[src/rtl/rf_write_arbiter_pkg.sv]
// Shared types for the register-file write arbiter: source encoding and
// the round-robin successor helper.
package rf_arb_pkg;

    typedef enum logic [1:0] {
        SRC_ALU = 2'd0,
        SRC_LD  = 2'd1,
        SRC_IMM = 2'd2
    } src_e;

    localparam int NUM_SRC = 3;

    // Source that follows s in the ALU -> LD -> IMM -> ALU rotation.
    function automatic src_e next_src(input src_e s);
        case (s)
            SRC_ALU: next_src = SRC_LD;
            SRC_LD:  next_src = SRC_IMM;
            default: next_src = SRC_ALU;
        endcase
    endfunction

endpackage

[src/rtl/rf_write_arbiter_if.sv]
// Writeback request bundle: ALU and load req/gnt channels plus the RIM
// immediate channel. The requester side is master, the arbiter is slave.
interface rf_write_arbiter_if #(
    parameter int W = 8,
    parameter int D = 3
);
    logic         alu_req;
    logic [D-1:0] alu_addr;
    logic [W-1:0] alu_data;
    logic         alu_gnt;

    logic         ld_req;
    logic [D-1:0] ld_addr;
    logic [W-1:0] ld_data;
    logic         ld_gnt;

    logic         imm_req;
    logic [W-1:0] imm_data;
    logic         imm_gnt;

    modport master (
        output alu_req, alu_addr, alu_data,
        output ld_req, ld_addr, ld_data,
        output imm_req, imm_data,
        input  alu_gnt, ld_gnt, imm_gnt
    );

    modport slave (
        input  alu_req, alu_addr, alu_data,
        input  ld_req, ld_addr, ld_data,
        input  imm_req, imm_data,
        output alu_gnt, ld_gnt, imm_gnt
    );
endinterface

[src/rtl/rf_write_arbiter_rr_arb3.sv]
// Three-way round-robin arbiter. Grant is combinational from the current
// pointer; the pointer advances past the winner on every grant.
module rr_arb3
    import rf_arb_pkg::*;
(
    input  logic               CLK,
    input  logic               RST_N,
    input  logic [NUM_SRC-1:0] req,
    output logic [NUM_SRC-1:0] gnt,
    output src_e               winner
);

    src_e ptr_reg;
    src_e ptr_next;
    logic found;

    // Scan the requests starting at the pointer; first asserted one wins.
    always_comb begin
        gnt      = '0;
        winner   = SRC_ALU;
        found    = 1'b0;
        ptr_next = ptr_reg;
        for (int k = 0; k < NUM_SRC; k++) begin
            int         idx_int;
            logic [1:0] idx;
            idx_int = int'(ptr_reg) + k;
            if (idx_int >= NUM_SRC) begin
                idx_int = idx_int - NUM_SRC;
            end
            idx = idx_int[1:0];
            if (!found && RST_N && req[idx]) begin
                gnt[idx] = 1'b1;
                winner   = src_e'(idx);
                found    = 1'b1;
            end
        end
        if (found) begin
            ptr_next = next_src(winner);
        end
    end

    // Pointer register; returns to ALU on reset, holds when nothing wins.
    always_ff @(posedge CLK) begin
        if (!RST_N) begin
            ptr_reg <= SRC_ALU;
        end else begin
            ptr_reg <= ptr_next;
        end
    end

endmodule

[src/rtl/rf_write_arbiter.sv]
// Register-file write-port arbiter: round-robin among ALU, load return and
// immediate loader, a registered write stage, and a pending-load scoreboard
// that produces read-hazard flags for decode.
module rf_write_arbiter
    import rf_arb_pkg::*;
#(
    parameter int W = 8,
    parameter int D = 3
) (
    input  logic                 CLK,
    input  logic                 RST_N,
    rf_write_arbiter_if.slave    wb,
    input  logic                 issue_valid,
    input  logic [D-1:0]         issue_addr,
    input  logic [D-1:0]         raddrA,
    input  logic [D-1:0]         raddrB,
    output logic                 hazardA,
    output logic                 hazardB,
    output logic                 rim_hazard,
    output logic                 write_en,
    output logic                 write_imm,
    output logic [D-1:0]         waddr,
    output logic [W-1:0]         data_in,
    output logic [W-1:0]         imm_in,
    output logic                 busy
);

    localparam int NREG = 2 ** D;

    logic [NUM_SRC-1:0] req;
    logic [NUM_SRC-1:0] gnt;
    src_e               winner;

    logic               write_en_reg;
    logic               write_imm_reg;
    logic               ld_stage_reg;
    logic [D-1:0]       waddr_reg;
    logic [W-1:0]       data_in_reg;
    logic [W-1:0]       imm_in_reg;

    logic [NREG-1:0]    pending_reg;
    logic [NREG-1:0]    pending_next;

    assign req = {wb.imm_req, wb.ld_req, wb.alu_req};

    rr_arb3 u_arb (
        .CLK    (CLK),
        .RST_N  (RST_N),
        .req    (req),
        .gnt    (gnt),
        .winner (winner)
    );

    assign wb.alu_gnt = gnt[0];
    assign wb.ld_gnt  = gnt[1];
    assign wb.imm_gnt = gnt[2];

    // Write stage: capture the granted transfer for delivery next cycle.
    // Writes to register 0 consume the grant but never assert write_en.
    always_ff @(posedge CLK) begin
        if (!RST_N) begin
            write_en_reg  <= 1'b0;
            write_imm_reg <= 1'b0;
            ld_stage_reg  <= 1'b0;
            waddr_reg     <= '0;
            data_in_reg   <= '0;
            imm_in_reg    <= '0;
        end else begin
            write_en_reg  <= 1'b0;
            write_imm_reg <= 1'b0;
            ld_stage_reg  <= 1'b0;
            if (|gnt) begin
                case (winner)
                    SRC_ALU: begin
                        write_en_reg <= (wb.alu_addr != '0);
                        waddr_reg    <= wb.alu_addr;
                        data_in_reg  <= wb.alu_data;
                    end
                    SRC_LD: begin
                        write_en_reg <= (wb.ld_addr != '0);
                        ld_stage_reg <= 1'b1;
                        waddr_reg    <= wb.ld_addr;
                        data_in_reg  <= wb.ld_data;
                    end
                    default: begin
                        // waddr 0 keeps the normal write path inert
                        write_en_reg  <= 1'b1;
                        write_imm_reg <= 1'b1;
                        waddr_reg     <= '0;
                        imm_in_reg    <= wb.imm_data;
                    end
                endcase
            end
        end
    end

    // Per-register pending bit: set by load issue, cleared by the load's
    // write stage; a simultaneous set takes precedence over the clear.
    generate
        for (genvar gi = 0; gi < NREG; gi++) begin : g_sb
            logic set_bit;
            logic clr_bit;
            assign set_bit = (gi != 0) && issue_valid && (issue_addr == D'(gi));
            assign clr_bit = write_en_reg && ld_stage_reg && (waddr_reg == D'(gi));
            assign pending_next[gi] = set_bit | (pending_reg[gi] & ~clr_bit);
        end
    endgenerate

    // Scoreboard register.
    always_ff @(posedge CLK) begin
        if (!RST_N) begin
            pending_reg <= '0;
        end else begin
            pending_reg <= pending_next;
        end
    end

    // Hazard flags look at both the scoreboard and the write in flight,
    // since the register file only holds the new value after this cycle.
    always_comb begin
        hazardA    = (raddrA != '0) &&
                     (pending_reg[raddrA] ||
                      (write_en_reg && !write_imm_reg && (waddr_reg == raddrA)));
        hazardB    = pending_reg[raddrB] ||
                     (write_en_reg && !write_imm_reg && (waddr_reg == raddrB));
        rim_hazard = wb.imm_req || (write_en_reg && write_imm_reg);
    end

    assign write_en  = write_en_reg;
    assign write_imm = write_imm_reg;
    assign waddr     = waddr_reg;
    assign data_in   = data_in_reg;
    assign imm_in    = imm_in_reg;
    assign busy      = |pending_reg;

endmodule

[src/flat_wrapper.sv]
// flat-port wrapper written by rule: the top's interface ports become plain ports
module rf_write_arbiter_flat import rf_arb_pkg::*;
#(
    parameter int W = 8,
    parameter int D = 3
)
  (CLK, RST_N, issue_valid, issue_addr, raddrA, raddrB, hazardA, hazardB, rim_hazard, write_en, write_imm, waddr, data_in, imm_in, busy, wb_alu_req, wb_alu_addr, wb_alu_data, wb_ld_req, wb_ld_addr, wb_ld_data, wb_imm_req, wb_imm_data, wb_alu_gnt, wb_ld_gnt, wb_imm_gnt);
  rf_write_arbiter_if #(.W(W), .D(D)) wb_i ();
  input  logic CLK;
  input  logic RST_N;
  input  logic issue_valid;
  input  logic [D-1:0] issue_addr;
  input  logic [D-1:0] raddrA;
  input  logic [D-1:0] raddrB;
  output logic hazardA;
  output logic hazardB;
  output logic rim_hazard;
  output logic write_en;
  output logic write_imm;
  output logic [D-1:0] waddr;
  output logic [W-1:0] data_in;
  output logic [W-1:0] imm_in;
  output logic busy;
  input wire logic [$bits(wb_i.alu_req)-1:0] wb_alu_req;
  input wire logic [$bits(wb_i.alu_addr)-1:0] wb_alu_addr;
  input wire logic [$bits(wb_i.alu_data)-1:0] wb_alu_data;
  input wire logic [$bits(wb_i.ld_req)-1:0] wb_ld_req;
  input wire logic [$bits(wb_i.ld_addr)-1:0] wb_ld_addr;
  input wire logic [$bits(wb_i.ld_data)-1:0] wb_ld_data;
  input wire logic [$bits(wb_i.imm_req)-1:0] wb_imm_req;
  input wire logic [$bits(wb_i.imm_data)-1:0] wb_imm_data;
  output wire logic [$bits(wb_i.alu_gnt)-1:0] wb_alu_gnt;
  output wire logic [$bits(wb_i.ld_gnt)-1:0] wb_ld_gnt;
  output wire logic [$bits(wb_i.imm_gnt)-1:0] wb_imm_gnt;
  assign wb_i.alu_req = wb_alu_req;
  assign wb_i.alu_addr = wb_alu_addr;
  assign wb_i.alu_data = wb_alu_data;
  assign wb_i.ld_req = wb_ld_req;
  assign wb_i.ld_addr = wb_ld_addr;
  assign wb_i.ld_data = wb_ld_data;
  assign wb_i.imm_req = wb_imm_req;
  assign wb_i.imm_data = wb_imm_data;
  assign wb_alu_gnt = wb_i.alu_gnt;
  assign wb_ld_gnt = wb_i.ld_gnt;
  assign wb_imm_gnt = wb_i.imm_gnt;
  rf_write_arbiter #(.W(W), .D(D)) u_core (.CLK(CLK), .RST_N(RST_N), .wb(wb_i), .issue_valid(issue_valid), .issue_addr(issue_addr), .raddrA(raddrA), .raddrB(raddrB), .hazardA(hazardA), .hazardB(hazardB), .rim_hazard(rim_hazard), .write_en(write_en), .write_imm(write_imm), .waddr(waddr), .data_in(data_in), .imm_in(imm_in), .busy(busy));
endmodule
[config.mk]
export PLATFORM = sky130hd
export DESIGN_NAME = rf_write_arbiter_flat
export DESIGN_NICKNAME = d
export VERILOG_FILES = /design/src/rtl/rf_write_arbiter_pkg.sv /design/src/rtl/rf_write_arbiter_if.sv /design/src/rtl/rf_write_arbiter_rr_arb3.sv /design/src/rtl/rf_write_arbiter.sv /design/src/flat_wrapper.sv
export SDC_FILE = /design/constraint.sdc
export NUM_CORES = 1
export LEC_CHECK = 0
export ABC_AREA = 0
export ABC_CLOCK_PERIOD_IN_PS = 4400
export BUFFER_PORTS_ARGS = -buffer_cell sky130_fd_sc_hd__buf_2
export CAP_MARGIN = 15
export CORE_ASPECT_RATIO = 1.75
export CORE_MARGIN = 3
export CORE_UTILIZATION = 30
export DETAILED_ROUTE_END_ITERATION = 10
export SYNTH_ARGS = -nofsm -noshare
export SYNTH_HDL_FRONTEND = slang
export SYNTH_SLANG_ARGS = --single-unit
[constraint.sdc]
create_clock -name CLK -period 4.4 [get_ports CLK]
set_input_delay 0.44 -clock CLK [delete_from_list [all_inputs] [get_ports CLK]]
set_output_delay 0.44 -clock CLK [all_outputs]
set_load 0.005 [all_outputs]
Word-level counts from Yosys, hierarchy flattened. Cells that the tools add are included.

Logic and storage cells: 148. Flip-flop bits (word level): 32.

Add/subtract/negate cells: 5. Magnitude comparators: 11. Multiplexer cells: 34. Eq/ne operators: 17. Reduce and logical (&&, ||, !) cells: 47. Bitwise gates (word level): 26.

Operators with widths (number): $logic_and 1x1->1 (29); $eq 3x3->1 const B (8); $pmux 8 s2 (1); $mux 1 (13); $eq 3x2->1 const B (4); $mux 2 (6); $lt 2x3->1 const B (3); $mux 3 (3); $not 1->1 (9); $reduce_bool 3->1 (3); $and 1x1->1 (8); $lt 3x4->1 const B (2); $reduce_or 8->1 (1); $or 1x1->1 (7); $bmux 1 s2 (3); $bmux 1 s3 (2); $demux 1 s2 (3); $eq 3x1->1 const B (2); $eq 3x3->1 (2); $ge 2x1->1 const B (3); $ge 3x2->1 const B (2); $or 3x3->3 (2); $pmux 3 s2 (1); $reduce_and 2->1 (3); 14 further kinds (20).

Depth between registers and ports, before layout.
Depth after elaboration: 18. Depth in mapped cells: 10. Depth with buffers taken out: 8.

By module. From an unflattened synthesis, not the netlist that was laid out.

Cells, all modules: 221. Area, all modules: 2087.0 µm².

By module, submodules not included: rf_write_arbiter (sequential area each 600.6 µm², area each 1641.6 µm², cells each 167, instances 1); rr_arb3 (sequential area each 40.0 µm², area each 445.4 µm², cells each 54, instances 1).

Worst setup path after synthesis. No wires, ideal clock.

Path type: register -> register. Start: register u_core.u_arb.ptr_reg[1]. End: register u_core.waddr_reg[1], in the netlist u_core.waddr[1]. Arrival time: 2409 ps. Setup slack: 1847 ps. Data required time: 4256 ps. Period minus slack after synthesis: 2553 ps. Library setup time: 144 ps. Stages on the path, launching flop included: 11. Cell sequence: dfxtp_1 -> inv_1 -> ha_1 -> buf_6 -> mux2_4 -> mux2i_1 -> mux2_4 -> a2111o_1 -> buf_4 -> nor3_1 -> a311oi_2.

Cells in the longest elaborated chain, start to end: 16. Elaborated cells between the ends (all ways): 53. Those cells by class: add/sub (5); order compare (9); eq/ne (1); mux (24); bitwise (2); reduce/logical (12).

RTL lines: from (decl) (RTL line rf_write_arbiter_rr_arb3.sv:13) `src_e ptr_reg;`; from (signal assigned) (RTL line rf_write_arbiter_rr_arb3.sv:47) `ptr_reg <= ptr_next;`; parallel branches: the longest is 16 deep, another holds $add 2x1->3; to (signal assigned) (RTL line rf_write_arbiter.sv:76) `waddr_reg <= wb.alu_addr;`; to (signal assigned) (RTL line rf_write_arbiter.sv:82) `waddr_reg <= wb.ld_addr;`; to (decl) (RTL line rf_write_arbiter.sv:37) `logic [D-1:0] waddr_reg;`.

Parallel ways; which one is timed is not known. The select of a mux whose other input is x is not followed. A chain may end at the register's enable or synchronous reset.

Final worst setup path.
Start: register u_core.u_arb.ptr_reg[0]. End: register u_core.data_in_reg[4], in the netlist u_core.data_in[4].

Cells in the longest elaborated chain, start to end: 17. Elaborated cells between the ends (all ways): 55. Those cells by class: add/sub (5); order compare (9); eq/ne (1); mux (24); bitwise (2); reduce/logical (14).

RTL lines: parallel branches: the longest is 17 deep, another holds $add 2x1->3; to (signal assigned) (RTL line rf_write_arbiter.sv:77) `data_in_reg <= wb.alu_data;`; to (signal assigned) (RTL line rf_write_arbiter.sv:83) `data_in_reg <= wb.ld_data;`; to (decl) (RTL line rf_write_arbiter.sv:38) `logic [W-1:0] data_in_reg;`.

Parallel ways; which one is timed is not known. The select of a mux whose other input is x is not followed.

==> impl_results.md <==
- Critical path, cell by cell: inv_1 > ha_1 > nand2_1 > or4_1 > a31oi_2 > a2111o_1 > and2_1 > a211oi_2
- RSZ-0062 raised after global routing: no
- Placed cell areas: 2480 µm²
- Crit path buf inv count: 1
- Pre-antenna DRT Iters: 4
- Yosys warns: 0
- Largest stage delay, worst path: 0.51 ns
- Clock-pin slew on the worst setup and hold paths: 0.05 ns
- Period minus WS final: 3.08 ns
- Slew margin rel.: 54.4%
- Core box area: 6640 µm²
- Final setup viols: 0
- Slew Viols, Final: 0
- Layout fillers: 715
- Fraction of registers with async set/reset: 0%
- Delay-heaviest family, CP: simple AND/OR/NAND/NOR gates
- Clock skew: 0.00450 ns
- PortBufs: 72
- Setup_tns: 0 ns
- Top FF cell, synth: dfxtp_1
- Setup crit end kind: flop
- Hold Crit Depth: 3
- Sequential-to-total area share from yosys stat: 30.8%
- First-pass GRT wire length: 9630 µm
- Pwr Density: 573 nW/µm²
- Leading area contributor after synthesis: dfxtp_1
- Static leakage: 1.15 nW
- Final hold violations: 0
- Via Count: 2049
- Post-synthesis register bit count: 32
- Area Growth Syn to Fin: 27.1%
- Max Fanout on Critical Path: 14
- Finished Cell Area: 2650 µm²
- DRC Markers: 0
- Syn_area_per_cell: 8.85 µm²
- Detailed Route Iter0 Violations: 71
- Top-area cell type share of the netlist area: 30.8%
- Worst Max-Slew Pin Slew: 0.678 ns
- Share of cells above drive strength 1: 34.8%
- CTS buffer count: 5
- Synth area leaders: dfxtp_1, a21oi_1, mux2i_1
- Post-Synthesis Cell Area: 2080 µm²
- Critical path class: reg -> reg
- Clock Latency Late Sink: 0.28 ns
- CTS tree: yes
- EDFF count, synth: 0
- Antenna violations before repair: 0
- TritonCTS Sinks: 32
- Initial Utilization: 31.4%
- CP Depth: 8
- Die height: 116 µm
- Final net count: 350
- Vias in the first global route: 2066
- Top-count cell post-synth: dfxtp_1
- Worst vdd ir: 271 µV
- Final std cells w/o fill: 384
- Crit path launch type: flop
- Worst Reg2Reg Path Length in Cells: 8
- DPL Wire Length: 4600 µm
- Status: complete, no violations
- Largest net degree at the start of global routing: 30
- Syn Inst Count: 235
- CP arrival: 3.22 ns
- Detailed Route WL: 6020 µm
- Tot GR Track Use: 15.8%
- Num ports: 73
- Critical-path top delay cell: or4_1
- N_diodes: 0
- Period utilisation layout: 70.0%
- Final GP Congestion: 0.817
- Post-CTS Resized: 0
- Root Driver: clkbuf_16
- Clock H-tree levels: 2
- DR vias/cell: 5.34
- ANT nets after route: 0
- Die area: 8010 µm²
- Clock buffer depth: 2
- CTS Hold Bufs: 0
- Die X: 69.0 µm
- Post-CTS Setup Repair Bufs: 0
- WL/cell: 15.7 µm
- Syn nets: 284
- Post-synth top cells: dfxtp_1, a21oi_1, nand3_1
- Max-capacitance violation count: 0
- Post-synthesis cell type count: 52
- Hold crit path type: in -> reg
- Max frequency: 325 MHz
- Placed insts: 376
- GR Overflow Total: 0
- # rows: 39
- Req. time, crit path: 4.54 ns
cell usage in the layout (no fill, tap or decap), drive strengths merged, types with 2 or more instances in the layout:
cell type  Yosys  layout
a21o           2       2
a31oi          2       2
dfxtp         32      32
mux4           3       3
o21ai         16      16
ha             4       4
nor3           5       5
buf            7      75
a21boi         2       2
or4            3       3
clkbuf         9       6
xnor2          4       4
nor4           3       3
o22ai          5       5
mux2           3       3
a21oi         27      27
nand4b         2       2
mux2i         13      13
nand2b         5       5
inv            6       6
nand3         22      22
nand3b         2       2
or2            2       2
a211oi        10      10
a311oi         3       3
nand2         13      13
nor2b         10      10
nor2           3       3
metal layers:
metal  part of all wire, %  vias up  track usage (%)  wire length, µm
li1                      -     1025                -                -
met1                    39      948             16.9             2370
met2                    53       62             28.6             3190
met3                   4.5       14             2.79              273
met4                   3.0        0             8.07              179
met5                     0        -                0                0
worst reg2reg max path, delay by kind of cell (launching register included):
kind | cells | cell delay, ns
AOI/OAI and AO/OA | 3 | 0.88
adders and majority gates | 1 | 0.46
buffers and inverters | 1 | 0.08
DFF | 1 | 0.35
and+or+nand+nor | 3 | 1.17
power by group:
group | switching (mW) | internal (mW) | total (mW)
Sequential | 0.0818 | 0.367 | 0.449
Clock | 0.122 | 0.266 | 0.388
Combinational | 0.370 | 0.309 | 0.679
Total | 0.574 | 0.942 | 1.52
path summary, 6_finish.rpt:
check | start | end | slack (ns)
max | u_core.u_arb.ptr_reg[0] | u_core.data_in[4] | 1.32
min | wb_imm_data[6] | u_core.imm_in[6] | 0.43
max reg2reg | u_core.u_arb.ptr_reg[0] | u_core.data_in[4] | 1.32
min reg2reg | u_core.imm_in[0] | u_core.imm_in[0] | 0.47
final cells by class:
| cell class | instances | area (µm²) | area share (%) |
|---|---|---|---|
| Tap cell | 82 | 103 | 3.88 |
| Clock inverter | 2 | 35.0 | 1.32 |
| Timing Repair Buffer | 75 | 383 | 14.5 |
| Sequential cell | 32 | 641 | 24.2 |
| Clock buffer | 6 | 129 | 4.87 |
| Multi-Input combinational cell | 181 | 1330 | 50.4 |
| Inverter | 6 | 22.5 | 0.851 |
stage by stage:
stage / total power, mW / utilization (%) / setup WS, ns / hold WS, ns
floorplan: 0.952 / - / 1.85 / 0.460
global placement: 1.12 / 37.4 / 1.42 / 0.451
detailed placement: 1.14 / 37.4 / 1.35 / 0.459
CTS: 1.53 / 39.9 / 1.33 / 0.426
global route: 1.62 / 39.9 / 1.14 / 0.452
finish: 1.52 / 39.9 / 1.32 / 0.428
logic make-up after synthesis:
kind of cell / Yosys count / synth area share, %
muxes: 19 / 11.5
xor gates and xnor gates: 4 / 1.68
buffers and inverters: 22 / 5.17
DFF: 32 / 30.8
adders and majority gates: 4 / 2.41
AOI/OAI and AO/OA: 79 / 28.5
and+or+nand+nor: 75 / 20.0
(Power assumes the default switching activity.)
